==> src/rtl/router_add_seq.sv <==
// rtl/router_add_seq.sv - program sequencer driving one router_add control interface
// A one-cycle FETCH state separates start from the first word so outputs are always registered state.
module router_add_seq #(
    parameter int DEPTH = 16,
    parameter int AW    = 4,
    parameter int CW    = 15
) (
    input  logic          clk_in,
    input  logic          rstb,
    input  logic          cfg_wr_en,
    input  logic [AW-1:0] cfg_addr,
    input  logic [CW-1:0] cfg_data,
    input  logic          start,
    input  logic          abort,
    output logic          busy,
    output logic          done,
    output logic          err,
    output logic          add_sel,
    output logic          add_en,
    output logic          sum_en,
    output logic          ps_en,
    output logic          bypass_en,
    output logic          consec_add_en,
    output logic [1:0]    input_sel,
    output logic [2:0]    output_sel
);

    typedef enum logic [1:0] {
        S_IDLE  = 2'd0,
        S_FETCH = 2'd1,
        S_RUN   = 2'd2,
        S_DONE  = 2'd3
    } state_t;

    state_t        r_state;
    state_t        w_next;
    logic [CW-1:0] r_mem [DEPTH];
    logic [CW-1:0] r_word;
    logic [AW-1:0] r_pc;
    logic [3:0]    r_cnt;
    logic          r_err;

    logic          w_run;
    logic          w_word_end;
    logic          w_last;
    logic          w_advance;
    logic          w_pc_wrap;
    logic [AW-1:0] w_pc_nxt;

    assign w_run      = (r_state == S_RUN);
    assign w_word_end = (r_cnt == r_word[3:0]);
    assign w_last     = r_word[14];
    assign w_advance  = w_run && !abort && w_word_end && !w_last;
    assign w_pc_wrap  = (r_pc == AW'(DEPTH - 1));
    assign w_pc_nxt   = w_pc_wrap ? '0 : r_pc + 1'b1;

    always_ff @(posedge clk_in or negedge rstb) begin
        if (!rstb) begin
            r_state <= S_IDLE;
        end else begin
            r_state <= w_next;
        end
    end

    // abort outranks both the word-end test and the last flag
    always_comb begin
        w_next = r_state;
        case (r_state)
            S_IDLE:  if (start) w_next = S_FETCH;
            S_FETCH: w_next = abort ? S_IDLE : S_RUN;
            S_RUN: begin
                if (abort) begin
                    w_next = S_IDLE;
                end else if (w_word_end && w_last) begin
                    w_next = S_DONE;
                end
            end
            S_DONE:  w_next = S_IDLE;
            default: w_next = S_IDLE;
        endcase
    end

    always_ff @(posedge clk_in or negedge rstb) begin
        if (!rstb) begin
            r_word <= '0;
            r_pc   <= '0;
            r_cnt  <= '0;
            r_err  <= 1'b0;
        end else begin
            case (r_state)
                S_FETCH: begin
                    r_word <= r_mem[0];
                    r_pc   <= '0;
                    r_cnt  <= '0;
                end
                S_RUN: begin
                    if (w_advance) begin
                        r_word <= r_mem[w_pc_nxt];
                        r_pc   <= w_pc_nxt;
                        r_cnt  <= '0;
                        if (w_pc_wrap) begin
                            r_err <= 1'b1;
                        end
                    end else if (!w_word_end) begin
                        r_cnt <= r_cnt + 4'd1;
                    end
                end
                default: begin
                    r_pc  <= '0;
                    r_cnt <= '0;
                end
            endcase
        end
    end

    // Program store is not reset; the running program is frozen against writes
    always_ff @(posedge clk_in) begin
        if (cfg_wr_en && !w_run) begin
            r_mem[cfg_addr] <= cfg_data;
        end
    end

    assign busy          = w_run;
    assign add_sel       = w_run;
    assign done          = (r_state == S_DONE);
    assign err           = r_err;
    assign add_en        = w_run & r_word[4];
    assign sum_en        = w_run & r_word[5];
    assign ps_en         = w_run & r_word[6];
    assign bypass_en     = w_run & r_word[7];
    assign consec_add_en = w_run & r_word[8];
    assign input_sel     = w_run ? r_word[10:9]  : 2'b00;
    assign output_sel    = w_run ? r_word[13:11] : 3'b000;

endmodule

==> config.mk <==
export PLATFORM = sky130hd
export DESIGN_NAME = router_add_seq
export DESIGN_NICKNAME = d
export VERILOG_FILES = /design/src/rtl/router_add_seq.sv
export SDC_FILE = /design/constraint.sdc
export NUM_CORES = 1
export LEC_CHECK = 0
export CELL_PAD_IN_SITES_DETAIL_PLACEMENT = 1
export CELL_PAD_IN_SITES_GLOBAL_PLACEMENT = 2
export CORE_ASPECT_RATIO = 0.75
export CORE_UTILIZATION = 47
export CTS_CLUSTER_SIZE = 28
export DETAILED_ROUTE_END_ITERATION = 12
export PLACE_DENSITY_LB_ADDON = 0.1
export SYNTH_ARGS = -nofsm -noshare
export SYNTH_HDL_FRONTEND = slang
export SYNTH_SLANG_ARGS = --single-unit
==> constraint.sdc <==
create_clock -name clk_in -period 3.8 [get_ports clk_in]
set_input_delay 0.76 -clock clk_in [delete_from_list [all_inputs] [get_ports clk_in]]
set_output_delay 0.76 -clock clk_in [all_outputs]
set_load 0.01 [all_outputs]
==> results of run 1 <==
power groups by stage:
stage	clock network, uW	registers (uW)	logic, uW
floorplan	0	3370	164
global placement	0	3390	327
detailed placement	0	3390	339
CTS	2700	3330	342
global route	2810	3340	370
finish	2660	3330	339
Yosys cell counts (6+ instances only):
cell	count
mux2_2	13
clkbuf_1	9
a21oi_1	36
nand2_1	48
mux2i_1	11
nand4_1	7
mux4_2	46
nor2_1	34
buf_4	6
buf_2	10
edfxtp_1	240
a221oi_1	7
dfrtp_1	26
and2_1	21
o21ai_0	16
xnor2_1	6
per-layer routing:
layer	global-route usage [%]	routed length, um	vias to the layer above
met5	0	0	-
met4	5.75	541	0
met3	3.85	1740	45
met2	39.0	13200	211
met1	36.9	12300	3140
li1	-	-	2514
worst register-to-register path: stages (launching register included):
cell     delay [ns]
dfrtp_4        0.64
buf_12         0.29
a31oi_4        0.69
buf_4          0.31
mux2i_1        0.23
a21oi_1        0.09
o21ai_0        0.42
a21oi_1        0.13
logic make-up (layout without fill, tap and decap cells):
kind of cell	Yosys count	after routing	share of synthesized area, %
AOI/OAI and AO/OA	82	82	5.19
xor gates and xnor gates	10	10	0.950
adders and majority gates	2	2	0.232
buffers and inverters	34	116	2.08
DFF	266	266	72.7
muxes	74	74	12.8
and+or+nand+nor	135	135	6.02
registers in the layout, summed over array words and instances (netlist names):
name	count
r_pc	4
r_state	2
r_word	15
err	1
r_mem	240
r_cnt	4
path summary, 6_finish.rpt:
kind	from	end	slack [ns]
worst min-delay path	r_state[0]	r_state[0]	0.48
worst max-delay path	r_state[1]	sum_en	0.40
max in group asynchronous	rstb	r_word[5]	2.22
worst min register to register	r_state[0]	r_state[0]	0.48
worst max register to register	r_pc[0]	r_word[7]	0.89
min in group asynchronous	rstb	r_word[14]	0.74
per-stage QoR:
step	worst slack (ns)	hold WS [ns]	std cells
after floorplan	0.938	0.427	603
after global placement	0.788	0.440	930
after detailed placement	0.775	0.470	930
after CTS	0.405	0.481	979
after global routing	0.354	0.505	979
final	0.403	0.480	979
layout make-up:
class                      instances  area (um2)
sequential                       266        7860
clock inverter                    15         176
fill                            1978        9780
inverter                           2        7.51
clock buffer                      34         702
tap                              294         368
multi-input combinational        303        2780
timing repair buffer              65         606
==> flow_summary.ini, run 1 <==
[critical_path]
path_class = reg2out
reg2reg_depth = 7
endpoint_kind = output port
cp_num_buf_inv = 3
cp_cell_sequence = nand2b_1 -> clkinv_1 -> buf_4 -> and2_1 -> clkdlybuf4s50_1
worstPathArrival_ns = 2.64
cp.depth = 5
slowest_stage = clkinv_1
cp_top_family = buffers and inverters
cpPeakStageDelay_ns = 0.51
required_ns = 3.04
critPathMaxFanout = 12
critPathLaunchType = register

[power]
p_seq_share_pct = 52.6
pwr-share-clk_pct = 42.0
p_switching_uw = 1350
power_density_mw_per_mm2 = 507
netSwitchingFraction_pct = 21.3
p_leak_uw = 0.00407
p_comb_share_pct = 5.4
ir_drop_uv = 375
intPower_uw = 4980
p_total_uw = 6330

[yosys]
postSynthAreaPerCell_um2 = 17.9
synth_seq_cells = 266
yosysWarnings = 0
syn_area_mm2 = 0.0108
synthTopCellsByArea = edfxtp_1 67%, mux4_2 9.6%, dfrtp_1 6.0%
synth_edf_count = 240
ys.flop_type = edfxtp_1
yosysSeqAreaShare_pct = 72.7
syn_inst = 603
synth_top_area_share_pct = 66.7
syn_nets = 629
yosys.area.top_type = edfxtp_1
synthArstFlopShare_pct = 9.77
ys_types = 55

[clock_network]
clk_pin_slew_ns = 0.06
htree_levels = 1
postCtsSetupBuffers = 0
cts_resized = 0
postCtsHoldBufs = 0
clockBufferDepth = 3
root_buffer = clkbuf_16
clock_latency_ns = 0.54
cts_buffers = 27
cts_tree = yes
clock-sinks = 266

[die]
fp.coreArea_mm2 = 0.0223
dieArea_mm2 = 0.0236
ioPinCount = 38
placementRows = 47
die_h_um = 133
die_x_um = 177
start_util_pct = 48.5

[routing]
drcViolationCount = 0
wl_per_cell_um = 28.4
antenna_left = 0
drtIter0Drc = 582
dr.pass1.iters = 5
routed_wl_um = 27800
vias_per_cell = 6.04
vias = 5910

[final_layout]
fin_util_pct = 56.1
drive_gt1_share_pct = 22.6
final_common_cell = edfxtp_1
final_nets = 691
final_area_mm2 = 0.0125
diodes = 0
layout_common_cells = 240 x edfxtp_1, 48 x nand2_1, 46 x mux4_2, 37 x clkdlybuf4s50_1, 36 x a21oi_1
syn2layout_area_growth_pct = 15.7

[timing]
tightest_slew_ns = 1.16
skew_ns = 0.0261
post-route-period-util_pct = 89.4
finalSetupViolCount = 0
fmax_mhz = 294
rsz0062_at_grt = false
relSlewSlack_pct = 22.4
drv_slew = 0
fin_crit_ns = 3.40
hold_violations = 0
finalSetupTns_ns = 0

[global_route]
antenna_found_initial = 0
grt_pass1_wl_um = 41800
grt_pass1_vias = 6254
grt_usage_pct = 24.9
grt-ovfl-total = 0
grt_max_degree = 44

[place]
gp_congestion = 0.757
placed_cell_area_mm2 = 0.0116
numPortBuffers = 37
hpwl_um = 17000

[job]
drv_cap = 0

[min_path]
min_path_type = reg2reg
worstHoldPathCells = 1

[status]
status = completed
Note: power is estimated with default switching activity, not from simulation.
==> run 2: changes to the inputs <==
CELL_PAD_IN_SITES_DETAIL_PLACEMENT = unset   (was 1)
CELL_PAD_IN_SITES_GLOBAL_PLACEMENT = unset   (was 2)
CORE_UTILIZATION = 55   (was 47)
PLACE_DENSITY = 0.73   (was unset)
PLACE_DENSITY_LB_ADDON = unset   (was 0.1)
==> flow_summary.ini, run 2 (synthesis results as in run 1) <==
[status]
status = completed

[global_route]
grt_usage_pct = 25.6
grt-ovfl-total = 0
grt_pass1_wl_um = 36800
grt_max_degree = 40
antenna_found_initial = 0
grt_pass1_vias = 5965

[routing]
dr.pass1.iters = 5
drcViolationCount = 0
wl_per_cell_um = 26.3
vias_per_cell = 6.35
vias = 5907
routed_wl_um = 24500
drtIter0Drc = 707
antenna_left = 0

[critical_path]
path_class = reg2out
required_ns = 3.04
worstPathArrival_ns = 2.46
critPathLaunchType = register
endpoint_kind = output port
critPathMaxFanout = 16
cpPeakStageDelay_ns = 0.50
cp_cell_sequence = nand2b_1 -> clkinv_1 -> and2_1 -> clkdlybuf4s50_1
slowest_stage = clkinv_1

[final_layout]
diodes = 0
top_regs = r_mem (240), r_word (15)
final_nets = 691
fin_util_pct = 65.1
final_area_mm2 = 0.0123
layout_common_cells = 240 x edfxtp_1, 48 x nand2_1, 46 x mux4_2, 37 x clkdlybuf4s50_1, 36 x a21oi_1
regMostFlops = r_mem
largest_reg_flops = 240
syn2layout_area_growth_pct = 13.8
final_common_cell = edfxtp_1
drive_gt1_share_pct = 20.2

[timing]
skew_ns = 0.0142
fin_crit_ns = 3.22
drv_slew = 0
finalSetupTns_ns = 0
fmax_mhz = 311
finalSetupViolCount = 0
hold_violations = 0
rsz0062_at_grt = false
relSlewSlack_pct = 22.8
post-route-period-util_pct = 84.6
tightest_slew_ns = 1.15

[job]
drv_cap = 0

[die]
ioPinCount = 38
start_util_pct = 57.2
die_h_um = 123
die_x_um = 164
fp.coreArea_mm2 = 0.0189
dieArea_mm2 = 0.0202
placementRows = 43

[clock_network]
postCtsHoldBufs = 0
cts_buffers = 24
cts_tree = yes
clockBufferDepth = 3
htree_levels = 1
postCtsSetupBuffers = 0
root_buffer = clkbuf_16
cts_resized = 0
clk_pin_slew_ns = 0.06
clock_latency_ns = 0.52
clock-sinks = 266

[power]
power_density_mw_per_mm2 = 489
ir_drop_uv = 571
p_leak_uw = 0.00402

[place]
placed_cell_area_mm2 = 0.0115
numPortBuffers = 37
gp_congestion = 0.846
hpwl_um = 15300

[min_path]
min_path_type = reg2reg
==> run 2: changes by cell type in the layout (fill, tap and decap cells not counted), sizes merged <==
cell,previous run,this run
buf,28,31
bufinv,4,2
clkbuf,34,32
clkinv,10,11
clkinvlp,1,0
inv,2,1
==> run 2: metrics by stage <==
step | total power, uW | std cells | worst slack [ns] | hold WS, ns
after floorplan | 3530 | 603 | 0.938 | 0.427
after global placement | 3710 | 886 | 0.832 | 0.446
after detailed placement | 3720 | 886 | 0.795 | 0.458
after CTS | 6030 | 930 | 0.556 | 0.466
after global routing | 6160 | 930 | 0.436 | 0.520
final | 6010 | 930 | 0.584 | 0.470
==> run 2: metal layers <==
| metal | GRT usage (%) | part of all wire (%) | vias to the layer above |
|---|---|---|---|
| li1 | - | - | 2523 |
| met1 | 36.7 | 41 | 3038 |
| met2 | 40.0 | 47 | 296 |
| met3 | 4.93 | 9.0 | 50 |
| met4 | 8.39 | 2.8 | 0 |
| met5 | 0 | 0 | - |
==> run 2: worst max-delay path: cells and delay by family, from the launching register on <==
kind | cells | cell delay (ns)
buffers and inverters | 2 | 0.99
flip-flops | 1 | 0.41
AND/OR/NAND/NOR | 2 | 0.54
==> run 2: area by class of cell <==
class                   instances  area [um2]
flip-flops and latches        266        7860
fillers                      1279        6590
multi-input cells             303        2740
clock buffers                  32         652
repair buffers                 68         616
well taps                     247         309
clock inverters                12         101
inverters                       2        7.51
==> run 2: power by group <==
part	switching [uW]	total [uW]	leakage [uW]	internal, uW
clock	1010	2350	0.000367	1340
sequential	54.9	3330	0.00248	3280
combinational	201	327	0.00117	126
total	1270	6010	0.00402	4740
==> run 2: path summary, 6_finish.rpt <==
path	from	to	slack (ns)	cells past startpoint
worst min register to register	r_state[0]	r_state[0]	0.47	1
worst min-delay path	r_state[0]	r_state[0]	0.47	1
worst max register to register	r_pc[0]	r_word[2]	0.81	6
worst max-delay path	r_state[1]	sum_en	0.58	4
max in group asynchronous	rstb	r_pc[0]	2.12	1
min in group asynchronous	rstb	r_state[0]	0.86	1
